===== src/rtl/lcd16x2_pkg.sv =====
// Shared constants for the lcd16x2 message sequencer.
// Holds the driver ops codes, the HD44780 init command bytes, the last
// table index, the sequencer FSM state encoding, and a helper that extracts
// one character from a 16-char packed message parameter.
package lcd16x2_pkg;

  localparam logic [1:0] OPS_CMD  = 2'b00;  // RS=0
  localparam logic [1:0] OPS_CHAR = 2'b01;  // RS=1

  localparam logic [7:0] CMD_FUNC_SET = 8'h38;  // 8-bit bus, 2 lines, 5x8 font
  localparam logic [7:0] CMD_DISP_ON  = 8'h0C;  // display on, cursor off
  localparam logic [7:0] CMD_ENTRY    = 8'h06;  // increment, no shift
  localparam logic [7:0] CMD_CLEAR    = 8'h01;
  localparam logic [7:0] CMD_LINE0    = 8'h80;  // DDRAM 0x00
  localparam logic [7:0] CMD_LINE1    = 8'hC0;  // DDRAM 0x40

  localparam logic [5:0] SEQ_LAST      = 6'd37;
  localparam logic [5:0] SEQ_L0_FIRST  = 6'd5;
  localparam logic [5:0] SEQ_L0_LAST   = 6'd20;
  localparam logic [5:0] SEQ_L1_CMD    = 6'd21;
  localparam logic [5:0] SEQ_L1_FIRST  = 6'd22;

  typedef enum logic [2:0] {
    ST_IDLE,
    ST_LOAD,
    ST_WAIT_RDY,
    ST_ISSUE,
    ST_WAIT_DONE
  } seq_state_e;

  // Char 0 sits in the top byte so that a plain string literal reads
  // left-to-right on the display.
  function automatic logic [7:0] msg_char(input logic [127:0] msg, input logic [3:0] k);
    return msg[8*(15-int'(k)) +: 8];
  endfunction

endpackage


===== src/rtl/lcd16x2_msg_rom.sv =====
// Transfer table for one display run.
// Ports:
//   idx_i  [5:0] table index 0..37
//   ops_o  [1:0] OPS_CMD for command entries, OPS_CHAR for characters
//   data_o [7:0] command byte or ASCII character
// Entries 0..4 are the init commands, 5..20 line 0, 21 the line-1 address
// command, 22..37 line 1. Indices past the table read as a zero command.
module lcd16x2_msg_rom
  import lcd16x2_pkg::*;
#(
  parameter logic [127:0] MSG_LINE0 = "Hello World!    ",
  parameter logic [127:0] MSG_LINE1 = "  lcd16x2 demo  "
) (
  input  logic [5:0] idx_i,
  output logic [1:0] ops_o,
  output logic [7:0] data_o
);

  always_comb begin
    ops_o  = OPS_CMD;
    data_o = 8'h00;
    case (idx_i) inside
      6'd0: data_o = CMD_FUNC_SET;
      6'd1: data_o = CMD_DISP_ON;
      6'd2: data_o = CMD_ENTRY;
      6'd3: data_o = CMD_CLEAR;
      6'd4: data_o = CMD_LINE0;
      [SEQ_L0_FIRST:SEQ_L0_LAST]: begin
        ops_o  = OPS_CHAR;
        data_o = msg_char(MSG_LINE0, 4'(idx_i - SEQ_L0_FIRST));
      end
      SEQ_L1_CMD: data_o = CMD_LINE1;
      [SEQ_L1_FIRST:SEQ_LAST]: begin
        ops_o  = OPS_CHAR;
        data_o = msg_char(MSG_LINE1, 4'(idx_i - SEQ_L1_FIRST));
      end
      default: ;
    endcase
  end

endmodule


===== src/rtl/lcd16x2_msg_seq.sv =====
// Command/character sequencer feeding the lcd16x2 driver.
// Each run walks the 38-entry transfer table (init commands, line 0,
// line-1 address, line 1) and hands every entry to the driver with a
// rdy/enb handshake.
// Ports:
//   clk_i    system clock
//   rst_i    synchronous active-high reset
//   start_i  1-cycle pulse starting a run (ignored while busy or on done cycle)
//   rdy_i    driver idle / accepting
//   data_o   command byte or character to driver
//   ops_o    2'b00 command, 2'b01 character write
//   enb_o    transfer request
//   busy_o   run in progress
//   done_o   1-cycle pulse after the last transfer completes
module lcd16x2_msg_seq
  import lcd16x2_pkg::*;
#(
  parameter logic [127:0] MSG_LINE0 = "Hello World!    ",
  parameter logic [127:0] MSG_LINE1 = "  lcd16x2 demo  ",
  parameter logic         AUTOSTART = 1'b1
) (
  input  logic       clk_i,
  input  logic       rst_i,
  input  logic       start_i,
  input  logic       rdy_i,
  output logic [7:0] data_o,
  output logic [1:0] ops_o,
  output logic       enb_o,
  output logic       busy_o,
  output logic       done_o
);

  seq_state_e state_q, state_d;
  logic [5:0] idx_q, idx_d;
  logic [7:0] data_q, data_d;
  logic [1:0] ops_q, ops_d;
  logic       enb_q, enb_d;
  logic       busy_q, busy_d;
  logic       done_q, done_d;
  // Armed by reset; consumed by the first run so AUTOSTART fires once per
  // reset release.
  logic       auto_q, auto_d;

  logic [1:0] rom_ops;
  logic [7:0] rom_data;

  lcd16x2_msg_rom #(
    .MSG_LINE0(MSG_LINE0),
    .MSG_LINE1(MSG_LINE1)
  ) u_rom (
    .idx_i (idx_q),
    .ops_o (rom_ops),
    .data_o(rom_data)
  );

  always_ff @(posedge clk_i) begin
    if (rst_i) begin
      state_q <= ST_IDLE;
      idx_q   <= 6'd0;
      data_q  <= 8'h00;
      ops_q   <= OPS_CMD;
      enb_q   <= 1'b0;
      busy_q  <= 1'b0;
      done_q  <= 1'b0;
      auto_q  <= AUTOSTART;
    end else begin
      state_q <= state_d;
      idx_q   <= idx_d;
      data_q  <= data_d;
      ops_q   <= ops_d;
      enb_q   <= enb_d;
      busy_q  <= busy_d;
      done_q  <= done_d;
      auto_q  <= auto_d;
    end
  end

  always_comb begin
    state_d = state_q;
    idx_d   = idx_q;
    data_d  = data_q;
    ops_d   = ops_q;
    enb_d   = enb_q;
    busy_d  = busy_q;
    done_d  = 1'b0;
    auto_d  = auto_q;
    case (state_q)
      ST_IDLE: begin
        // done_q is still high on the first IDLE cycle; a start there is
        // dropped so a run can't be chained onto its own done pulse.
        if (auto_q || (start_i && !done_q)) begin
          idx_d   = 6'd0;
          busy_d  = 1'b1;
          auto_d  = 1'b0;
          state_d = ST_LOAD;
        end
      end
      ST_LOAD: begin
        // Only place data/ops change: they stay frozen through the whole
        // handshake of the entry.
        data_d  = rom_data;
        ops_d   = rom_ops;
        state_d = ST_WAIT_RDY;
      end
      ST_WAIT_RDY: begin
        if (rdy_i) begin
          enb_d   = 1'b1;
          state_d = ST_ISSUE;
        end
      end
      ST_ISSUE: begin
        // rdy falling is the driver's accept; no timeout by design.
        if (!rdy_i) begin
          enb_d   = 1'b0;
          state_d = ST_WAIT_DONE;
        end
      end
      ST_WAIT_DONE: begin
        if (rdy_i) begin
          if (idx_q == SEQ_LAST) begin
            done_d  = 1'b1;
            busy_d  = 1'b0;
            state_d = ST_IDLE;
          end else begin
            idx_d   = idx_q + 6'd1;
            state_d = ST_LOAD;
          end
        end
      end
      default: state_d = ST_IDLE;
    endcase
  end

  assign data_o = data_q;
  assign ops_o  = ops_q;
  assign enb_o  = enb_q;
  assign busy_o = busy_q;
  assign done_o = done_q;

endmodule


===== config.mk =====
export PLATFORM = sky130hd
export DESIGN_NAME = lcd16x2_msg_seq
export DESIGN_NICKNAME = d
export VERILOG_FILES = /design/src/rtl/lcd16x2_pkg.sv /design/src/rtl/lcd16x2_msg_rom.sv /design/src/rtl/lcd16x2_msg_seq.sv
export SDC_FILE = /design/constraint.sdc
export NUM_CORES = 1
export LEC_CHECK = 0
export ABC_AREA = 0
export CORE_MARGIN = 3
export CORE_UTILIZATION = 50
export DETAILED_ROUTE_END_ITERATION = 10
export GPL_TIMING_DRIVEN = 1
export HOLD_SLACK_MARGIN = 0.05
export PLACE_DENSITY = 0.77
export SETUP_SLACK_MARGIN = 0.15
export SYNTH_ARGS = -nofsm -noshare
export SYNTH_HDL_FRONTEND = slang
export SYNTH_SLANG_ARGS = --single-unit

===== constraint.sdc =====
create_clock -name clk_i -period 5.5 [get_ports clk_i]
set_input_delay 1.1 -clock clk_i [delete_from_list [all_inputs] [get_ports clk_i]]
set_output_delay 1.1 -clock clk_i [all_outputs]
set_load 0.005 [all_outputs]

==> metrics.md <==
| Metric | Value |
|---|---|
| Status | `finished clean` |
| Simple-gate portion of the synthesized area | `0.247` |
| Flop pwr share | `0.483` |
| Top Ports | `17` |
| Register bit total from synthesis | `22` |
| Final TNS setup | `0 ps` |
| Slew HR | `0.382` |
| CTS tree | `done` |
| Final ANT Viol Nets | `0` |
| Row count | `20` |
| Core Box Area | `0.00320 mm²` |
| Final Core Density | `0.608` |
| Worst Path Class, Setup | `flip-flop to flip-flop` |
| Final setup viols | `0` |
| First-pass GRT wire length | `7.04 mm` |
| Total grt overflow | `0` |
| Layout area overhead | `10.3%` |
| Largest net degree at the start of global routing | `23` |
| Final Hold Vio Count | `0` |
| Maximum buffer depth of the clock tree | `2` |
| Ys Warns | `0` |
| Synth area leaders | `dfxtp_1 25%, ha_1 9.2%, a21oi_1 5.4%` |
| Wire per inst | `15.5 µm` |
| Crit path required time | `roughly 5700 ps` |
| XOR/XNOR share of the synthesized area | `0.0340` |
| Worst Tran Pin Value | `921 ps` |
| DRC viols | `0` |
| Total CTS buffers | `3` |
| Most common cell in the netlist | `nor2_1` |
| Setup crit end kind | `flip-flop` |
| Gate power share | `0.180` |
| Die area | `0.00428 mm²` |
| Final layout net count | `245` |
| EDFF count, synth | `0` |
| CTS HTree Levels | `1` |
| Number of antenna violations at the first check in global routing | `0` |
| Worst-path fanout max | `16` |
| DR vias/cell | `6.12` |
| Top cell type's share of synthesized area | `0.249` |
| PortBufs | `15` |
| Root Buffer | `clkbuf_4` |
| Switching part of the total | `0.265` |
| Post-CTS Setup Inserts | `0` |
| CTS clk-pin slew, worst paths | `130 ps` |
| Layout cells sized above 1 | `0.0837` |
| Final HPWL DP | `3.04 mm` |
| Startpoint types | `flip-flop` |
| Worst-Skew Late Latency | `320 ps` |
| ANT cells | `0` |
| Drt total wl | `4.20 mm` |
| PostCTS Resize Cnt | `0` |
| Crit Reg-Reg Startpoint | `idx_q[2]` |
| Leading area contributor after synthesis | `dfxtp_1` |
| Mean Syn Cell Area | `between 7 and 8 µm²` |
| Peak Freq | `355 MHz` |
| Vias | `roughly 1700` |
| Sw Pwr | `0.0989 mW` |
| Most common flop cell mapped by yosys | `dfxtp_1` |
| Critical Path Max Stage Delay | `760 ps` |
| Crit share post-route | `0.512` |
| Mapped Cells | `223` |
| GPL Wtd Cong | `0.920` |
| Reg2reg end | `data_o[3]` |
| Hold/Removal Path Class | `flip-flop to flip-flop` |
| TritonCTS Sinks | `22` |
| Hold-fix buffers, CTS | `0` |
| Vias in the first global route | `about 1400` |
| Tot GR Track Use | `0.206` |
| Layout Skew | `3.04 ps` |
| Async SR Flop Fraction | `0` |
| Hold path endpoint | `busy_o` |
| Crit-path cells | `ha_1, a21oi_1, xnor2_1, mux2i_1, o221a_1, o32ai_1` |
| Library cells used by synthesis | `57` |
| Hold path start | `busy_o` |
| Detailed Routing Iterations Pass 1 | `4` |
| Reg2reg path depth | `6` |
| Starting Density | `0.552` |
| Internal | `~0.27 mW` |
| Flop2flop setup slack | `2680 ps` |
| Synth Area in Adders | `0.0921` |
| Slew Viols, Final | `0` |
| Synth Area in Compound Gates | `0.255` |
| Drt initial violations | `163` |
| PD cells | `between 150 and 200 mW/mm²` |
| Max-cap violations | `0` |
| Post-synthesis mux area share | `0.0602` |
| Netlist Area Pre-Place | `0.00177 mm²` |
| Largest family of logic cells by synthesized area | `compound AO/OA/AOI/OAI gates` |
| Most frequent cells after synthesis | `24 x nor2_1, 22 x dfxtp_1, 21 x nand2_1` |
| WHS Path Cells | `2` |
| Clock share of power | `0.337` |
| Leakage | `a little over 0.7 nW` |
| Seq/Total Area, Yosys | `0.249` |
| Die width | `65.4 µm` |
| Max IR drop VDD | `just over 100 µV` |
| Final worst path period need | `2820 ps` |
| Data arrival, critical path | `3040 ps` |
| RSZ-0062 raised after global routing | `false` |
| Slowest cell on the critical path | `dfxtp_1` |
| Syn Nets | `240` |
| Die Y | `65.4 µm` |
worst max-delay path by stage:
| stage | from | to | slack (ps) | depth (start not counted) |
|---|---|---|---|---|
| 2_1_floorplan | rdy_i | idx_q[5] | 3290 | 5 |
| 3_3_place_gp | rdy_i | idx_q[5] | 2610 | 6 |
| 3_5_place_dp | rdy_i | idx_q[5] | 2550 | 6 |
| 4_1_cts | idx_q[2] | data_o[3] | 2760 | 6 |
| 5_1_grt | idx_q[2] | data_o[3] | 2530 | 6 |
| 6_report | idx_q[2] | data_o[3] | 2680 | 6 |
cell usage in the layout, fill, tap and decap left out, types with 3 or more instances in the layout:
cell	Yosys	final
nor3_1	6	6
ha_1	13	13
clkdlybuf4s50_1	0	15
inv_1	7	7
a311oi_1	3	3
nand2b_1	4	4
nor2_1	24	24
xor2_1	3	3
a31oi_1	3	3
clkbuf_4	0	3
nand2_1	21	21
o31ai_1	5	5
nor2b_1	3	3
o211ai_1	4	4
dfxtp_1	22	22
a21oi_1	19	19
mux2_2	3	3
o21ai_1	3	3
nand3_1	4	4
mux2i_1	5	5
nor4_1	3	3
or2_2	3	3
nand4_1	3	3
o21ai_0	9	9
layout make-up:
type	instances	area (µm²)
Fill cell	316	1250
Multi-Input combinational cell	178	1220
Sequential cell	22	440
Timing Repair Buffer	15	150
Tap cell	44	55.1
Clock inverter	1	30.0
Inverter	8	30.0
Clock buffer	3	22.5
kinds of logic (layout without fill, tap and decap cells):
logic type               after synthesis  count (layout)
multiplexers                           9               9
adder cells (fa/ha/maj)               13              13
buffers and inverters                 23              27
AO/OA/AOI/OAI                         65              65
XOR/XNOR                               6               6
AND/OR/NAND/NOR                       84              84
other                                  1               1
flip-flops                            22              22
power groups by stage:
stage	registers [mW]	clock network (mW)	logic, mW
2_1_floorplan	0.179	0	0.0468
3_3_place_gp	0.183	0	0.0658
3_5_place_dp	0.184	0	0.0662
4_1_cts	0.180	0.128	0.0665
5_1_grt	0.183	0.136	0.0755
6_report	0.180	0.126	0.0672
metal layers:
layer | vias up | wire length [µm] | part of all wire | track usage
met2 | 62 | 1780 | 0.42 | 0.308
met4 | 0 | 55 | 0.013 | 0.0544
met5 | - | 0 | 0 | 0
met3 | 7 | 269 | 0.064 | 0.0291
li1 | 823 | - | - | -
met1 | 767 | 2100 | 0.50 | 0.305
metrics by stage:
stage	hold WS, ps	worst slack [ps]	power (mW)	std cells	instance area (µm²)
after floorplan	468	3290	0.226	223	1770
after global placement	473	2610	0.249	267	1900
after global routing	522	2530	0.394	271	1950
after detailed placement	478	2550	0.250	267	1900
after CTS	500	2760	0.375	271	1950
final	496	2680	0.373	271	1950
critical path, delay by kind of cell (launching register included):
family	cells	cell delay, ps
compound gates	3	600
xor+xnor	1	750
fa+ha+maj	1	420
flops	1	760
mux	1	190
state kept, by name (all words and copies together), names as in the netlist:
signal   flops
data_o       8
idx_q        6
state_q      3
auto_q       1
busy_o       1
done_o       1
enb_o        1
ops_o        1
Power figures use the tool's default switching activity.
